### src/rtl/mu0_run_monitor.sv
// Run-control and halt monitor for an MU0 core: detects STP fetch or watchdog expiry,
// counts RUN cycles and accepted instructions, and captures PC/ACC at halt.
module mu0_run_monitor #(
    parameter int               MAXWIDTH = 16,
    parameter int               OPW      = 4,
    parameter logic [OPW-1:0]   STP      = 4'b0111,
    parameter int               CNTW     = 32,
    parameter int               TIMEOUT  = 1000
) (
    input  logic                clk,
    input  logic                reset,
    input  logic                start,
    input  logic                clear,
    input  logic                ir_valid,
    input  logic [MAXWIDTH-1:0] ir,
    input  logic [MAXWIDTH-1:0] pc,
    input  logic [MAXWIDTH-1:0] acc,
    output logic                running,
    output logic                halted,
    output logic                timeout,
    output logic                done,
    output logic [CNTW-1:0]     cycles,
    output logic [CNTW-1:0]     instrs,
    output logic [MAXWIDTH-1:0] halt_pc,
    output logic [MAXWIDTH-1:0] halt_acc
);

    typedef enum logic [1:0] {
        S_IDLE    = 2'd0,
        S_RUN     = 2'd1,
        S_HALTED  = 2'd2,
        S_TIMEOUT = 2'd3
    } state_t;

    // Watchdog compare is done in 64 bits so any TIMEOUT/CNTW pairing is legal.
    localparam bit          WD_EN = (TIMEOUT != 0);
    localparam logic [63:0] TO_M1 = (TIMEOUT == 0) ? 64'd0 : 64'(TIMEOUT - 1);

    state_t                state_q, state_d;
    logic [CNTW-1:0]       cycles_q, cycles_d;
    logic [CNTW-1:0]       instrs_q, instrs_d;
    logic [MAXWIDTH-1:0]   halt_pc_q, halt_pc_d;
    logic [MAXWIDTH-1:0]   halt_acc_q, halt_acc_d;
    logic                  running_q, halted_q, timeout_q;
    logic                  stp_s, wd_s, unused_ir_s;

    function automatic logic [CNTW-1:0] sat_inc(input logic [CNTW-1:0] v);
        if (v == {CNTW{1'b1}}) begin
            return v;
        end else begin
            return v + {{(CNTW-1){1'b0}}, 1'b1};
        end
    endfunction

    assign stp_s       = ir_valid && (ir[MAXWIDTH-1 -: OPW] == STP);
    assign wd_s        = WD_EN && ({{(64-CNTW){1'b0}}, cycles_q} == TO_M1);
    assign unused_ir_s = ^ir[MAXWIDTH-OPW-1:0];

    // Next-state, counter and capture logic; clear dominates the state machine.
    always_comb begin
        state_d    = state_q;
        cycles_d   = cycles_q;
        instrs_d   = instrs_q;
        halt_pc_d  = halt_pc_q;
        halt_acc_d = halt_acc_q;
        if (clear) begin
            state_d    = S_IDLE;
            cycles_d   = {CNTW{1'b0}};
            instrs_d   = {CNTW{1'b0}};
            halt_pc_d  = {MAXWIDTH{1'b0}};
            halt_acc_d = {MAXWIDTH{1'b0}};
        end else begin
            case (state_q)
                S_IDLE: begin
                    if (start) begin
                        state_d = S_RUN;
                    end else begin
                        state_d = S_IDLE;
                    end
                end
                S_RUN: begin
                    cycles_d = sat_inc(cycles_q);
                    if (ir_valid) begin
                        instrs_d = sat_inc(instrs_q);
                    end else begin
                        instrs_d = instrs_q;
                    end
                    // STP beats a watchdog expiry landing on the same edge.
                    if (stp_s) begin
                        state_d    = S_HALTED;
                        halt_pc_d  = pc;
                        halt_acc_d = acc;
                    end else if (wd_s) begin
                        state_d = S_TIMEOUT;
                    end else begin
                        state_d = S_RUN;
                    end
                end
                S_HALTED:  state_d = S_HALTED;
                S_TIMEOUT: state_d = S_TIMEOUT;
                default:   state_d = S_IDLE;
            endcase
        end
    end

    // State, counters, captures and decoded status flags, with synchronous active-low reset.
    always_ff @(posedge clk) begin
        if (!reset) begin
            state_q    <= S_IDLE;
            cycles_q   <= {CNTW{1'b0}};
            instrs_q   <= {CNTW{1'b0}};
            halt_pc_q  <= {MAXWIDTH{1'b0}};
            halt_acc_q <= {MAXWIDTH{1'b0}};
            running_q  <= 1'b0;
            halted_q   <= 1'b0;
            timeout_q  <= 1'b0;
        end else begin
            state_q    <= state_d;
            cycles_q   <= cycles_d;
            instrs_q   <= instrs_d;
            halt_pc_q  <= halt_pc_d;
            halt_acc_q <= halt_acc_d;
            running_q  <= (state_d == S_RUN);
            halted_q   <= (state_d == S_HALTED);
            timeout_q  <= (state_d == S_TIMEOUT);
        end
    end

    assign running  = running_q;
    assign halted   = halted_q;
    assign timeout  = timeout_q;
    assign done     = halted_q | timeout_q;
    assign cycles   = cycles_q;
    assign instrs   = instrs_q;
    assign halt_pc  = halt_pc_q;
    assign halt_acc = halt_acc_q;

endmodule
### config.mk
export PLATFORM = sky130hd
export DESIGN_NAME = mu0_run_monitor
export DESIGN_NICKNAME = d
export VERILOG_FILES = /design/src/rtl/mu0_run_monitor.sv
export SDC_FILE = /design/constraint.sdc
export NUM_CORES = 1
export LEC_CHECK = 0
export ABC_AREA = 1
export BUFFER_PORTS_ARGS = -buffer_cell sky130_fd_sc_hd__buf_2
export CORE_MARGIN = 4
export CORE_UTILIZATION = 48
export DETAILED_ROUTE_END_ITERATION = 7
export HOLD_SLACK_MARGIN = 0.12
export PLACE_DENSITY_LB_ADDON = 0.2
export SLEW_MARGIN = 20
export SYNTH_ARGS = -nofsm -noshare
export SYNTH_HDL_FRONTEND = slang
export SYNTH_SLANG_ARGS = --single-unit
export TNS_END_PERCENT = 100
### constraint.sdc
create_clock -name clk -period 1.7 [get_ports clk]
set_clock_uncertainty 0.1 [all_clocks]
set_input_delay 0.085 -clock clk [delete_from_list [all_inputs] [get_ports clk]]
set_output_delay 0.085 -clock clk [all_outputs]
set_load 0.02 [all_outputs]
==> out/results.md <==
| Step | Quantity | Value |
| --- | --- | --- |
| floorplan | Starting Density | 0.489 |
| yosys | Number of synthesized flops with an enable pin | 0 |
| floorplan | Horizontal die dimension | 118 µm |
| yosys | Post-Synthesis Cells | 877 |
| setup path | Type of destination of the critical path | register |
| power | Proportion of total power due to net switching | 0.228 |
| timing | Tightest Pin Transition | 0.366 ns |
| flow run | Max-cap violations | 0 |
| timing | Setup violators final | 0 |
| setup path | Highest net fanout along the worst path | 6 |
| clock network | Number of buffers created by CTS | 9 |
| timing | Post-route minimum period | 1.69 ns |
| yosys | Synthesized area per cell | 6.67 µm² |
| power | Total design power | 4.78 mW |
| setup path | Data arrival time of the worst path | 1.87 ns |
| global routing | Global-route wire length before repair | 28.1 mm |
| setup path | Critical path's slowest cell | dfxtp_4 |
| setup path | Count of buffering cells on the critical path with inverters included | 2 |
| floorplan | Top-level port count | 153 |
| timing | Final number of hold-violating endpoints | 0 |
| clock network | Clock tree from TritonCTS | yes |
| power | Pwr per Cell Area | 560 nW/µm² |
| power | Switching power of the nets | 1.09 mW |
| clock network | Clock edge transition at the registers on the reported setup and hold paths | 0.07 ns |
| timing | FMAX | 592 MHz |
| timing | RSZ-0062 raised after global routing | true |
| power | Power share of the sequential group | 0.495 |
| finish | Share of post-route cells with drive strength above 1 | 0.389 |
| floorplan | Placeable Area | 12000 µm² |
| detailed routing | Vias per cell | 5.02 |
| timing | Hold_ws | 0.141 ns |
| yosys | Async S/R FF share, synth | 0 |
| floorplan | Cell row count | 40 |
| detailed routing | Wirelength per Cell | 13.9 µm |
| yosys | Flip-flop cell with the highest count after synthesis | dfxtp_1 |
| global routing | Global-route total usage across every layer | 0.242 |
| place | Input/output buffers | 140 |
| finish | Most used cells in the layout excluding fill and tap cells | nand2_1 (250), buf_2 (140), nor2_1 (106) |
| floorplan | Height of the chip | 118 µm |
| detailed routing | Drt first-iter violations | 520 |
| global routing | Pin count of the biggest net entering global routing | 53 |
| timing | Portion of the clock cycle consumed by the worst path in the final layout | 0.994 |
| power | Part of the total power dissipated in the clock network | 0.430 |
| setup path | Critical path start-end classification | register to register |
| setup path | Critical path data required time | 1.88 ns |
| setup path | Cell breakdown of the critical path | ha_4, inv_4, nor2_4, nand2_2, nor2_4, nand3_4, nand2_8, clkbuf_16, nand2_4, a21oi_2 |
| power | Logic pwr share | 0.075 |
| timing | Worst relative slew slack | 0.756 |
| timing | Worst setup slack after layout | 0.0109 ns |
| detailed routing | Total number of vias | 6445 |
| clock network | Latest clock arrival within the worst-skew pair | 0.34 ns |
| clock network | Maximum buffer depth of the clock tree | 2 |
| yosys | Post-synthesis instance area | 5850 µm² |
| finish | Number of fill cells | 972 |
| clock network | Root buffer cell | clkbuf_16 |
| finish | Diodes inserted | 0 |
| power | Lkg Pwr | 3.57 nW |
| finish | Most common library cell in the layout ignoring fill and taps | nand2_1 |
| power | Int Power | 3.69 mW |
| detailed routing | Remaining DRCs | 0 |
| detailed routing | DRT Pass-1 Iters | 5 |
| floorplan | Die Outline Area | 14000 µm² |
| global routing | Number of antenna violations at the first check in global routing | 0 |
| detailed routing | Wire length reported by the detailed router | 17.9 mm |
| yosys | Total nets after synthesis | 932 |
| timing | Final-report max-slew violation count | 0 |
| power | Max IR drop VDD | 610 µV |
| status | Outcome | complete, no violations |
| clock network | Clock Sink Count | 101 |
| setup path | Crit path launch type | register |
| setup path | Cell with the most instances on the worst path | nor2_4 |
| yosys | Share of synthesized area occupied by flip-flops and latches | 0.346 |
| setup path | Worst reg2reg setup slack | 0.01 ns |
| global routing | Remaining Overflow, GRT | 0 |
| setup path | Biggest cell delay along the critical path | 0.37 ns |
| clock network | CTS H-Tree Depth | 3 |
| yosys | Synthesis-stage register bit count | 101 |
| finish | Area grow syn2layout | 45.7% |
| finish | Nets | 1189 |
| yosys | Synthesis warning total | 0 |
| yosys | Library cells used by synthesis | 32 |
| global routing | Number of global-route vias before repair | 5864 |
| detailed routing | Residual antenna-violating net count after detailed routing | 0 |
| place | Total half-perimeter wirelength after legalization and detailed placement | 12.2 mm |
| place | Post-placement worst setup slack | -0.0805 ns |
| place | Last weighted congestion value of the routability-driven placer | 0.881 |
| setup path | Kind of cell with the highest combined delay on the critical path | simple AND/OR/NAND/NOR gates |
| min path | Worst min-delay path category | input port to register |
## timing repair
action                                 4_1_cts  5_1_grt
setup endpoints to repair                   33       64
pin swaps                                    0       59
hold buffers                                37        0
endpoints found under the hold margin       37        0
gates cloned                                 0        5
gates resized for setup                      6      123
buffers inserted                             0       12
## power by group through the flow
stage	registers [mW]	logic, mW	clock network (mW)
after floorplan	2.43	0.134	0
after detailed placement	2.42	0.216	0
after CTS	2.37	0.284	2.10
after global routing	2.36	0.384	2.18
final	2.36	0.357	2.06
after global placement	2.42	0.216	0
## cell usage after synthesis, types with 11 or more instances
| cell | number | area, µm² |
|---|---|---|
| a21oi_1 | 44 | 220 |
| a21oi_2 | 43 | 377 |
| clkbuf_1 | 14 | 52.6 |
| dfxtp_1 | 101 | 2020 |
| inv_1 | 85 | 319 |
| nand2_1 | 274 | 1030 |
| nand2_2 | 33 | 206 |
| nand3_1 | 25 | 125 |
| nand3b_1 | 15 | 113 |
| nand4_1 | 11 | 68.8 |
| nor2_1 | 126 | 473 |
| o21ai_0 | 34 | 170 |
| xor2_1 | 23 | 201 |
## final cells by class
class	count	area, µm²	share of cell area
multi-input combinational	662	3660	0.430
inverter	88	360	0.0423
tap	147	184	0.0216
sequential	101	2080	0.244
clock buffer	13	282	0.0330
clock inverter	2	15.0	0.00176
timing repair buffer	272	1940	0.227
## worst min-delay path: cells and delay by family
kind                   cells  cell delay, ns
and+or+nand+nor            4            0.30
buffers and inverters      1            0.10
AOI/OAI and AO/OA          1            0.06
## final timing paths
check	start	to	cells past startpoint
hold reg to reg	halt_pc[9]$_SDFFE_PP0P_	halt_pc[9]$_SDFFE_PP0P_	2
setup reg to reg	instrs[1]$_SDFFE_PP0P_	instrs[20]$_SDFFE_PP0P_	10
hold / removal	ir[14]	running$_SDFF_PN0_	6
setup / recovery	instrs[1]$_SDFFE_PP0P_	instrs[20]$_SDFFE_PP0P_	10
## logic make-up (layout without fill, tap and decap cells)
kind of cell,after synthesis,in the layout,share of synthesized area
buf+inv,114,375,0.0902
compound gates,124,124,0.134
xor+xnor,29,29,0.0434
flops,101,101,0.346
simple gates,507,507,0.383
fa+ha+maj,2,2,0.00428
## through the flow
step / utilization / area (µm²) / std cells / TNS, ns
floorplan: - / 5930 / 877 / 0
global placement: 0.604 / 7220 / 1217 / -0.474
detailed placement: 0.604 / 7220 / 1217 / -1.41
CTS: 0.661 / 7910 / 1269 / 0
global route: 0.713 / 8530 / 1285 / -3.35
finish: 0.713 / 8530 / 1285 / 0
## per-layer routing
metal,GRT usage,up-vias,wire length (µm),share of wire
li1,-,3256,-,-
met1,0.337,2916,8020,0.45
met2,0.374,242,8100,0.45
met3,0.0488,31,1420,0.079
met4,0.0840,0,377,0.021
met5,0,-,0,0
## sequential cells by signal, summed over array words and instances, names as in the netlist
name,flops
cycles,32
instrs,32
halt_acc,16
halt_pc,16
state_q,2
halted,1
running,1
timeout,1
No activity file was read; power rests on OpenSTA's default activity.
